### config.mk
export PLATFORM = sky130hd
export DESIGN_NAME = spatz_vreg_chain_sb_flat
export DESIGN_NICKNAME = d
export VERILOG_FILES = /design/src/rtl/spatz_vreg_chain_sb_if.sv /design/src/rtl/spatz_vreg_chain_sb.sv /design/src/flat_wrapper.sv
export SDC_FILE = /design/constraint.sdc
export NUM_CORES = 1
export LEC_CHECK = 0
export ABC_CLOCK_PERIOD_IN_PS = 2100
export CAP_MARGIN = 0
export CORE_ASPECT_RATIO = 0.8
export CORE_UTILIZATION = 40
export CTS_CLUSTER_DIAMETER = 50
export CTS_CLUSTER_SIZE = 8
export DETAILED_ROUTE_END_ITERATION = 6
export PLACE_DENSITY = 0.71
export SLEW_MARGIN = 10
export SYNTH_ARGS = -nofsm -noshare
export SYNTH_HDL_FRONTEND = slang
export SYNTH_SLANG_ARGS = --single-unit
### constraint.sdc
create_clock -name clk_i -period 2.1 [get_ports clk_i]
set_input_delay 0.42 -clock clk_i [delete_from_list [all_inputs] [get_ports clk_i]]
set_output_delay 0.42 -clock clk_i [all_outputs]
set_load 0.05 [all_outputs]
### src/rtl/spatz_vreg_chain_sb_if.sv
// Issue/write/read port bundle between the controller and the chaining scoreboard.
// The controller drives the master side; the scoreboard sits on the slave side.
interface spatz_vreg_chain_sb_if #(
  parameter int NrRdPorts = 5,
  parameter int NrWrPorts = 3,
  parameter int NrVReg    = 32,
  parameter int NrEle     = 4,
  parameter int IdWidth   = 5
);
  localparam int RegW  = $clog2(NrVReg);
  localparam int EleW  = $clog2(NrEle);
  localparam int AddrW = RegW + EleW;
  localparam int WpW   = (NrWrPorts > 1) ? $clog2(NrWrPorts) : 1;

  logic                           issue_valid_i;
  logic                           issue_ready_o;
  logic [RegW-1:0]                issue_vd_i;
  logic [WpW-1:0]                 issue_wport_i;
  logic [IdWidth-1:0]             issue_id_i;
  logic [NrWrPorts-1:0]           wr_valid_i;
  logic [NrWrPorts*AddrW-1:0]     wr_addr_i;
  logic [NrWrPorts-1:0]           retire_i;
  logic [NrRdPorts-1:0]           rd_req_i;
  logic [NrRdPorts*AddrW-1:0]     rd_addr_i;
  logic [NrRdPorts-1:0]           rd_gnt_o;
  logic [NrVReg-1:0]              busy_o;
  logic [NrWrPorts*IdWidth-1:0]   wp_id_o;
  logic                           err_o;

  modport master (
    output issue_valid_i, issue_vd_i, issue_wport_i, issue_id_i,
    output wr_valid_i, wr_addr_i, retire_i, rd_req_i, rd_addr_i,
    input  issue_ready_o, rd_gnt_o, busy_o, wp_id_o, err_o
  );

  modport slave (
    input  issue_valid_i, issue_vd_i, issue_wport_i, issue_id_i,
    input  wr_valid_i, wr_addr_i, retire_i, rd_req_i, rd_addr_i,
    output issue_ready_o, rd_gnt_o, busy_o, wp_id_o, err_o
  );
endinterface

### src/rtl/spatz_vreg_chain_sb.sv
// Vector-register scoreboard: one reservation per write port, with element-level
// progress tracking so readers can chain on elements already produced.
module spatz_vreg_chain_sb #(
  parameter int NrRdPorts = 5,
  parameter int NrWrPorts = 3,
  parameter int NrVReg    = 32,
  parameter int NrEle     = 4,
  parameter int IdWidth   = 5
) (
  input logic                clk_i,
  input logic                rst_i,
  spatz_vreg_chain_sb_if.slave sb
);
  localparam int RegW  = $clog2(NrVReg);
  localparam int EleW  = $clog2(NrEle);
  localparam int AddrW = RegW + EleW;
  localparam int WpW   = (NrWrPorts > 1) ? $clog2(NrWrPorts) : 1;
  localparam int PrgW  = EleW + 1;

  typedef enum logic {IDLE = 1'b0, ACTIVE = 1'b1} state_e;

  logic [NrWrPorts-1:0]      active;
  logic [NrWrPorts-1:0]      wr_err;
  logic [NrWrPorts-1:0]      rt_err;
  logic [NrWrPorts*RegW-1:0] vd_flat;
  logic [NrWrPorts*PrgW-1:0] prog_flat;
  logic                      issue_fire;
  logic                      err_reg, err_next;

  assign issue_fire = sb.issue_valid_i & sb.issue_ready_o;

  for (genvar gi = 0; gi < NrWrPorts; gi++) begin : g_wport
    state_e             state_reg, state_next;
    logic [RegW-1:0]    vd_reg, vd_next;
    logic [IdWidth-1:0] id_reg, id_next;
    logic [PrgW-1:0]    prog_reg, prog_next;
    logic [RegW-1:0]    wr_vreg;
    logic [EleW-1:0]    wr_ele;
    logic               hit;

    assign {wr_vreg, wr_ele} = sb.wr_addr_i[gi*AddrW +: AddrW];
    assign hit = issue_fire && (sb.issue_wport_i == WpW'(gi));

    always_ff @(posedge clk_i or posedge rst_i) begin
      if (rst_i) begin
        state_reg <= IDLE;
        vd_reg    <= '0;
        id_reg    <= '0;
        prog_reg  <= '0;
      end else begin
        state_reg <= state_next;
        vd_reg    <= vd_next;
        id_reg    <= id_next;
        prog_reg  <= prog_next;
      end
    end

    // Forward writes raise progress to ele+1 (never past NrEle); rewrites leave it alone.
    always_comb begin
      state_next = state_reg;
      vd_next    = vd_reg;
      id_next    = id_reg;
      prog_next  = prog_reg;
      wr_err[gi] = 1'b0;
      rt_err[gi] = 1'b0;
      if (sb.wr_valid_i[gi]) begin
        if (state_reg == ACTIVE && wr_vreg == vd_reg) begin
          if ({1'b0, wr_ele} >= prog_reg)
            prog_next = {1'b0, wr_ele} + PrgW'(1);
        end else begin
          wr_err[gi] = 1'b1;
        end
      end
      if (sb.retire_i[gi]) begin
        if (state_reg == ACTIVE) begin
          state_next = IDLE;
          prog_next  = '0;
        end else begin
          rt_err[gi] = 1'b1;
        end
      end
      if (hit) begin
        state_next = ACTIVE;
        vd_next    = sb.issue_vd_i;
        id_next    = sb.issue_id_i;
        prog_next  = '0;
      end
    end

    assign active[gi]                        = (state_reg == ACTIVE);
    assign vd_flat[gi*RegW +: RegW]          = vd_reg;
    assign prog_flat[gi*PrgW +: PrgW]        = prog_reg;
    assign sb.wp_id_o[gi*IdWidth +: IdWidth] = id_reg;
  end

  assign err_next = err_reg | (|wr_err) | (|rt_err);

  always_ff @(posedge clk_i or posedge rst_i) begin
    if (rst_i) err_reg <= 1'b0;
    else       err_reg <= err_next;
  end

  logic                 sel_idle, waw, blocked;
  logic [NrVReg-1:0]    busy_c;
  logic [NrRdPorts-1:0] gnt_c;
  logic [RegW-1:0]      rd_vreg;
  logic [EleW-1:0]      rd_ele;

  // Grants and ready look only at registered state, so a same-cycle write or
  // retire never takes effect until the following cycle.
  always_comb begin
    sel_idle = 1'b0;
    waw      = 1'b0;
    blocked  = 1'b0;
    busy_c   = '0;
    gnt_c    = '0;
    rd_vreg  = '0;
    rd_ele   = '0;
    for (int p = 0; p < NrWrPorts; p++) begin
      if (sb.issue_wport_i == WpW'(p) && !active[p]) sel_idle = 1'b1;
      if (active[p] && vd_flat[p*RegW +: RegW] == sb.issue_vd_i) waw = 1'b1;
      if (active[p]) busy_c[vd_flat[p*RegW +: RegW]] = 1'b1;
    end
    for (int r = 0; r < NrRdPorts; r++) begin
      {rd_vreg, rd_ele} = sb.rd_addr_i[r*AddrW +: AddrW];
      blocked = 1'b0;
      for (int p = 0; p < NrWrPorts; p++) begin
        if (active[p] && vd_flat[p*RegW +: RegW] == rd_vreg &&
            {1'b0, rd_ele} >= prog_flat[p*PrgW +: PrgW])
          blocked = 1'b1;
      end
      gnt_c[r] = sb.rd_req_i[r] & ~blocked;
    end
  end

  assign sb.issue_ready_o = sel_idle & ~waw & ~rst_i;
  assign sb.rd_gnt_o      = gnt_c;
  assign sb.busy_o        = busy_c;
  assign sb.err_o         = err_reg;

endmodule

### src/flat_wrapper.sv
// flat-port wrapper written by rule: the top's interface ports become plain ports
module spatz_vreg_chain_sb_flat 
#(
  parameter int NrRdPorts = 5,
  parameter int NrWrPorts = 3,
  parameter int NrVReg    = 32,
  parameter int NrEle     = 4,
  parameter int IdWidth   = 5
)
  (clk_i, rst_i, sb_issue_valid_i, sb_issue_vd_i, sb_issue_wport_i, sb_issue_id_i, sb_wr_valid_i, sb_wr_addr_i, sb_retire_i, sb_rd_req_i, sb_rd_addr_i, sb_issue_ready_o, sb_rd_gnt_o, sb_busy_o, sb_wp_id_o, sb_err_o);
  spatz_vreg_chain_sb_if #(.NrRdPorts(NrRdPorts), .NrWrPorts(NrWrPorts), .NrVReg(NrVReg), .NrEle(NrEle), .IdWidth(IdWidth)) sb_i ();
  input logic clk_i;
  input logic rst_i;
  input wire logic [$bits(sb_i.issue_valid_i)-1:0] sb_issue_valid_i;
  input wire logic [$bits(sb_i.issue_vd_i)-1:0] sb_issue_vd_i;
  input wire logic [$bits(sb_i.issue_wport_i)-1:0] sb_issue_wport_i;
  input wire logic [$bits(sb_i.issue_id_i)-1:0] sb_issue_id_i;
  input wire logic [$bits(sb_i.wr_valid_i)-1:0] sb_wr_valid_i;
  input wire logic [$bits(sb_i.wr_addr_i)-1:0] sb_wr_addr_i;
  input wire logic [$bits(sb_i.retire_i)-1:0] sb_retire_i;
  input wire logic [$bits(sb_i.rd_req_i)-1:0] sb_rd_req_i;
  input wire logic [$bits(sb_i.rd_addr_i)-1:0] sb_rd_addr_i;
  output wire logic [$bits(sb_i.issue_ready_o)-1:0] sb_issue_ready_o;
  output wire logic [$bits(sb_i.rd_gnt_o)-1:0] sb_rd_gnt_o;
  output wire logic [$bits(sb_i.busy_o)-1:0] sb_busy_o;
  output wire logic [$bits(sb_i.wp_id_o)-1:0] sb_wp_id_o;
  output wire logic [$bits(sb_i.err_o)-1:0] sb_err_o;
  assign sb_i.issue_valid_i = sb_issue_valid_i;
  assign sb_i.issue_vd_i = sb_issue_vd_i;
  assign sb_i.issue_wport_i = sb_issue_wport_i;
  assign sb_i.issue_id_i = sb_issue_id_i;
  assign sb_i.wr_valid_i = sb_wr_valid_i;
  assign sb_i.wr_addr_i = sb_wr_addr_i;
  assign sb_i.retire_i = sb_retire_i;
  assign sb_i.rd_req_i = sb_rd_req_i;
  assign sb_i.rd_addr_i = sb_rd_addr_i;
  assign sb_issue_ready_o = sb_i.issue_ready_o;
  assign sb_rd_gnt_o = sb_i.rd_gnt_o;
  assign sb_busy_o = sb_i.busy_o;
  assign sb_wp_id_o = sb_i.wp_id_o;
  assign sb_err_o = sb_i.err_o;
  spatz_vreg_chain_sb #(.NrRdPorts(NrRdPorts), .NrWrPorts(NrWrPorts), .NrVReg(NrVReg), .NrEle(NrEle), .IdWidth(IdWidth)) u_core (.clk_i(clk_i), .rst_i(rst_i), .sb(sb_i));
endmodule
==> Word-level counts from Yosys, hierarchy flattened <==
Cells that the tools add are included.
{ "op_classes": {"addsub": 3, "magnitude_cmp": 24, "eq_ne": 23, "muxes": 66, "bitwise": 19, "reduce_logical": 54} }
{ "op_table": {"columns": ["operator", "n"], "rows": [
  ["== test 5 bit", 21],
  ["2-to-1 mux 32 bit", 3],
  ["bitwise OR 32 bit", 2],
  ["greater-or-equal comparator 2 x 3 -> 1 bit", 18],
  ["2-to-1 mux 3 bit", 18],
  ["logical AND 1 bit", 45],
  ["2-to-1 mux 1 bit", 42],
  ["< comparator 5 x 6 -> 1 bit (second input constant)", 3],
  ["demux 1 bit (select 5 bit)", 3],
  ["greater-or-equal comparator 5 x 1 -> 1 bit (second input constant)", 3],
  ["adder 2 x 1 -> 3 bit (second input constant)", 3],
  ["AND 1 bit", 8],
  ["NOT 1 bit", 7],
  ["nonzero test 2 bit", 3],
  ["OR reduction 3 bit", 2],
  ["zero test 1 bit", 3],
  ["== test 2 x 1 -> 1 bit (second input constant)", 1],
  ["== test 2 bit (second input constant)", 1],
  ["zero test 2 bit", 1],
  ["bitwise OR 1 bit", 2]
]} }
{ "word_totals": {"regBits": 43, "out_inout_bits": 54, "elab_cells": 202} }

==> Longest topological paths before layout <==
Gate-level depths: netlist (run 1).
{ "depth": {"depth_word": 11, "depth_mapped": 8, "mapped_depth_nobuf": 7} }

==> Worst setup path before layout (run 1) <==
No wires, ideal clock.
{ "synth_timing": {"path_kind": "input port to output port", "start": "in sb_issue_vd_i[4]", "end": "out sb_issue_ready_o", "t_arrival_ps": 2439, "setup_slack_ps": -759, "stages": 5, "cell_sequence": "buf_4 > xnor2_1 > nand4_1 > o22ai_2 > nor4_1"} }
{ "synth_via": {"elab_chain_cells": 8, "elab_cells_between_ends": 12} }
{ "synth_lines": {"columns": ["item", "line", "rtl"], "rows": [
  ["from (decl)", "flat_wrapper.sv:15", "input wire logic [$bits(sb_i.issue_vd_i)-1:0] sb_issue_vd_i;"],
  ["== test 5 bit", "spatz_vreg_chain_sb.sv:121", "if (active[p] && vd_flat[p*RegW +: RegW] == sb.issue_vd_i) waw = 1'b1;"],
  ["logical AND 1 bit", "spatz_vreg_chain_sb.sv:121", null],
  ["2-to-1 mux 1 bit (2 in a row)", "spatz_vreg_chain_sb.sv:121", null],
  ["2-to-1 mux 1 bit (*)", "spatz_vreg_chain_sb.sv:121", null],
  ["NOT 1 bit (*)", "spatz_vreg_chain_sb.sv:136", "assign sb.issue_ready_o = sel_idle & ~waw & ~rst_i;"],
  ["AND 1 bit (*) (2 in a row)", "spatz_vreg_chain_sb.sv:136", null],
  ["to (decl)", "flat_wrapper.sv:23", "output wire logic [$bits(sb_i.issue_ready_o)-1:0] sb_issue_ready_o;"]
]} }
Mark *: on every way between the ends. The rest lies on a longest branch, timed or not.

==> Worst setup path after layout (run 1) <==
{ "layout_timing": {"start": "reg u_core.g_wport[1].vd_reg[0]", "end": "out sb_issue_ready_o"} }
{ "layout_via": {"elab_chain_cells": 7} }
{ "layout_lines": {"columns": ["item", "line", "rtl"], "rows": [
  ["from (decl)", "spatz_vreg_chain_sb.sv:34", "logic [RegW-1:0] vd_reg, vd_next;"],
  ["from (signal assigned)", "spatz_vreg_chain_sb.sv:52", "vd_reg <= vd_next;"],
  ["== test 5 bit", "spatz_vreg_chain_sb.sv:121", null],
  ["logical AND 1 bit", "spatz_vreg_chain_sb.sv:121", null],
  ["2-to-1 mux 1 bit (2 in a row)", "spatz_vreg_chain_sb.sv:121", null],
  ["NOT 1 bit", "spatz_vreg_chain_sb.sv:136", null],
  ["AND 1 bit (2 in a row)", "spatz_vreg_chain_sb.sv:136", null]
]} }
Every way passes these cells.

==> flow_metrics.env, run 1 <==
export IMPL_hold_start="u_core.g_wport[0].id_reg[0]$_DFFE_PP0P_"
export IMPL_wire_per_inst_um=21.2
export IMPL_yosysWarningCount=0
export IMPL_drt_initial_drc_count=422
export IMPL_layout_common_cells="xnor2_1 (100), buf_4 (68), nand2_1 (66)"
export IMPL_initial_core_util=0.412
export IMPL_reg2reg_from="u_core.g_wport[1].vd_reg[0]$_DFFE_PP0P_"
export IMPL_min_path_cells=1
export IMPL_grt_start_max_net_pins=44
export IMPL_ant_nets=0
export IMPL_grt_overflow=0
export IMPL_reg2reg_depth=7
export IMPL_startpoint_type="flop"
export IMPL_power_mw=5.16
export IMPL_vias=5323
export IMPL_synth_edf_count=0
export IMPL_synth_fp_nets=679
export IMPL_min_to="u_core.g_wport[0].id_reg[0]$_DFFE_PP0P_"
export IMPL_areaGrowthSynthToFinish_pct=75.7
export IMPL_grt_use_total=0.279
export IMPL_drt_total_wl_mm=19.3
export IMPL_slowest_stage="dfrtp_2"
export IMPL_syn_area_mm2=0.00474
export IMPL_rsz0062_at_grt="true"
export IMPL_setup_slack_ns=-0.191
export IMPL_syn_inst=558
export IMPL_final_common_cell="xnor2_1"
export IMPL_cts_buffers=5
export IMPL_cts_tree="done"
export IMPL_layout_nets=880
export IMPL_endpoint_kind="output port"
export IMPL_post_route_min_period_ns=2.29
export IMPL_io_pins=136
export IMPL_cts_clk_slew_worst_paths_ns=0.06
export IMPL_worstPathCellList="buf_4, xnor2_1, nand4_1, o22ai_2, buf_4, nor4_4, buf_12"
export IMPL_grt_pass1_wl_mm=26.7
export IMPL_fp_dieW_um=124
export IMPL_leakage_nw=3.42
export IMPL_regArea_mm2=0.00109
export IMPL_skew_ns=0.00708
export IMPL_cts_max_path_buffers=2
export IMPL_core_area_mm2=0.0115
export IMPL_avgViaCountPerCell=5.86
export IMPL_hpwlAfterDp_mm=13.1
export IMPL_crit_fanout=3
export IMPL_clock_fmax_ghz=0.437
export IMPL_min_period_over_period=1.09
export IMPL_crit_path_frequent_cell="buf_4"
export IMPL_setup_tns_ns=-3.55
export IMPL_cts_sinks=43
export IMPL_violations="setup timing"
export IMPL_first_global_vias=5344
export IMPL_globalplace_congestion=0.911
export IMPL_async_flop_share=1.00
export IMPL_avgSynthCellArea_um2=8.50
export IMPL_drive_gt1_frac=0.436
export IMPL_antenna_found_initial=1
export IMPL_fill_cells=784
export IMPL_die_area_mm2=0.0123
export IMPL_holdBufCountCts=0
export IMPL_power_density_mw_per_mm2=620
export IMPL_cts_root_buf="clkbuf_16"
export IMPL_slew_headroom=0.608
export IMPL_setup_viol=45
export IMPL_rrSetupSlack_ns=-0.07
export IMPL_io_buffer_count=135
export IMPL_hp_class="flop to flop"
export IMPL_ir_drop_v=0.000626
export IMPL_multi_input_area_mm2=0.00417
export IMPL_finalMaxSlewViolations=0
export IMPL_rows=35
export IMPL_cp_arrival_ns=1.87
export IMPL_run_status="finished, violations left"
export IMPL_rr_endpoint="u_core.g_wport[2].vd_reg[1]$_DFFE_PP0P_"
export IMPL_dr_pass1_iters=6
export IMPL_die_h_um=99.4
export IMPL_synth_cell_types=40
export IMPL_drv_cap=0
export IMPL_cp_slowest_stage_delay_ns=0.44
export IMPL_synth_seq_area_share=0.227
export IMPL_synth_flop_cell="dfrtp_1"
export IMPL_path_class="flop to output port"
export IMPL_clk_latency_ns=0.29
export IMPL_drc_errors=0
export IMPL_cts_htree_levels=2
export IMPL_ys_seq_elements=43
export IMPL_tightest_slew_ns=0.588
export IMPL_hold_viol=0
export IMPL_required_ns=1.68
[area by class of cell]
class                      count  area share
antenna                        1    0.000300
sequential                    43       0.131
clock inverter                 2     0.00420
inverter                      17     0.00916
multi-input combinational    458       0.501
tap                          148      0.0222
clock buffer                   6      0.0167
timing repair buffer         234       0.316
[Yosys cell counts (all sizes together) (3+ instances only)]
library cell    n  area (um2)
buf            25         153
and3b           8        70.1
clkbuf         15        56.3
nor2            8        30.0
and3            9        56.3
nor3b          12        90.1
xnor2         104         911
nand2b         22         138
o21ai           3        15.0
nor3           22         120
mux2           33         394
inv            17        63.8
dfrtp          43        1080
nand4          21         131
nor4            4        25.0
a21oi          22         110
a211oi          6        45.0
o31ai           5        37.5
nand2          89         334
a21o            3        22.5
a22oi          32         240
ha             39         488
[worst max-delay path by stage]
stage,startpoint,endpoint,cells past startpoint
finish,u_core.g_wport[1].vd_reg[0]$_DFFE_PP0P_,sb_issue_ready_o,7
global placement,sb_issue_wport_i[0],u_core.g_wport[2].vd_reg[2]$_DFFE_PP0P_,6
floorplan,u_core.g_wport[0].vd_reg[1]$_DFFE_PP0P_,sb_busy_o[17],5
CTS,u_core.g_wport[1].state_reg$_DFFE_PP0P_,sb_issue_ready_o,5
global route,u_core.g_wport[1].vd_reg[3]$_DFFE_PP0P_,sb_issue_ready_o,7
detailed placement,sb_issue_wport_i[0],u_core.g_wport[2].id_reg[1]$_DFFE_PP0P_,6
[layer usage]
| layer | global-route usage | part of all wire | vias up |
|---|---|---|---|
| met5 | 0 | 0 | - |
| met4 | 0.0936 | 0.038 | 0 |
| met3 | 0.0562 | 0.083 | 85 |
| met2 | 0.478 | 0.48 | 314 |
| met1 | 0.348 | 0.40 | 2561 |
| li1 | - | - | 2363 |
[timing repair]
| action | CTS | global route |
|---|---|---|
| endpoints found under the hold margin | 0 | 0 |
| pin swaps | 43 | 50 |
| endpoints found under the setup margin | 76 | 55 |
| buffers inserted | 15 | 13 |
| gates resized for setup | 124 | 93 |
[logic make-up (layout without fill, tap and decap cells)]
family,count (synthesis),in the layout,share of synthesized area
DFF,43,43,0.227
adders and majority gates,39,39,0.103
and+or+nand+nor,201,201,0.219
muxes,35,35,0.0873
AOI/OAI and AO/OA,78,78,0.113
buffers and inverters,57,259,0.0575
xor gates and xnor gates,105,105,0.194
other,0,1,0
[critical path: cells and delay by family, from the launching register on]
kind | cells | cell delay, ns
AOI/OAI and AO/OA | 1 | 0.12
xor gates and xnor gates | 1 | 0.13
buffers and inverters | 3 | 0.50
DFF | 1 | 0.44
and+or+nand+nor | 2 | 0.39
[power breakdown]
| group | internal (mW) | switching [mW] | total [mW] | leakage [nW] |
|---|---|---|---|---|
| Sequential | 0.983 | 0.175 | 1.16 | 0.521 |
| Combinational | 1.46 | 1.63 | 3.08 | 2.81 |
| Clock | 0.592 | 0.332 | 0.924 | 0.0869 |
[stage by stage]
step	cell area [um2]	utilization	instances	hold WS [ns]	setup WS (ns)
2_1_floorplan	4850	-	558	0.214	-0.0179
3_3_place_gp	7180	0.624	874	0.491	-0.423
3_5_place_dp	7180	0.624	874	0.497	-0.516
4_1_cts	7820	0.679	897	0.512	-0.162
5_1_grt	8330	0.723	909	0.535	-0.251
6_report	8330	0.723	909	0.507	-0.191
Power figures use the tool's default switching activity.
==> run 2, diff against run 1 <==
- CAP_MARGIN: 0 -> 30
==> results of run 2 <==
Final layout, timing and power as in run 1 (identical DEF).
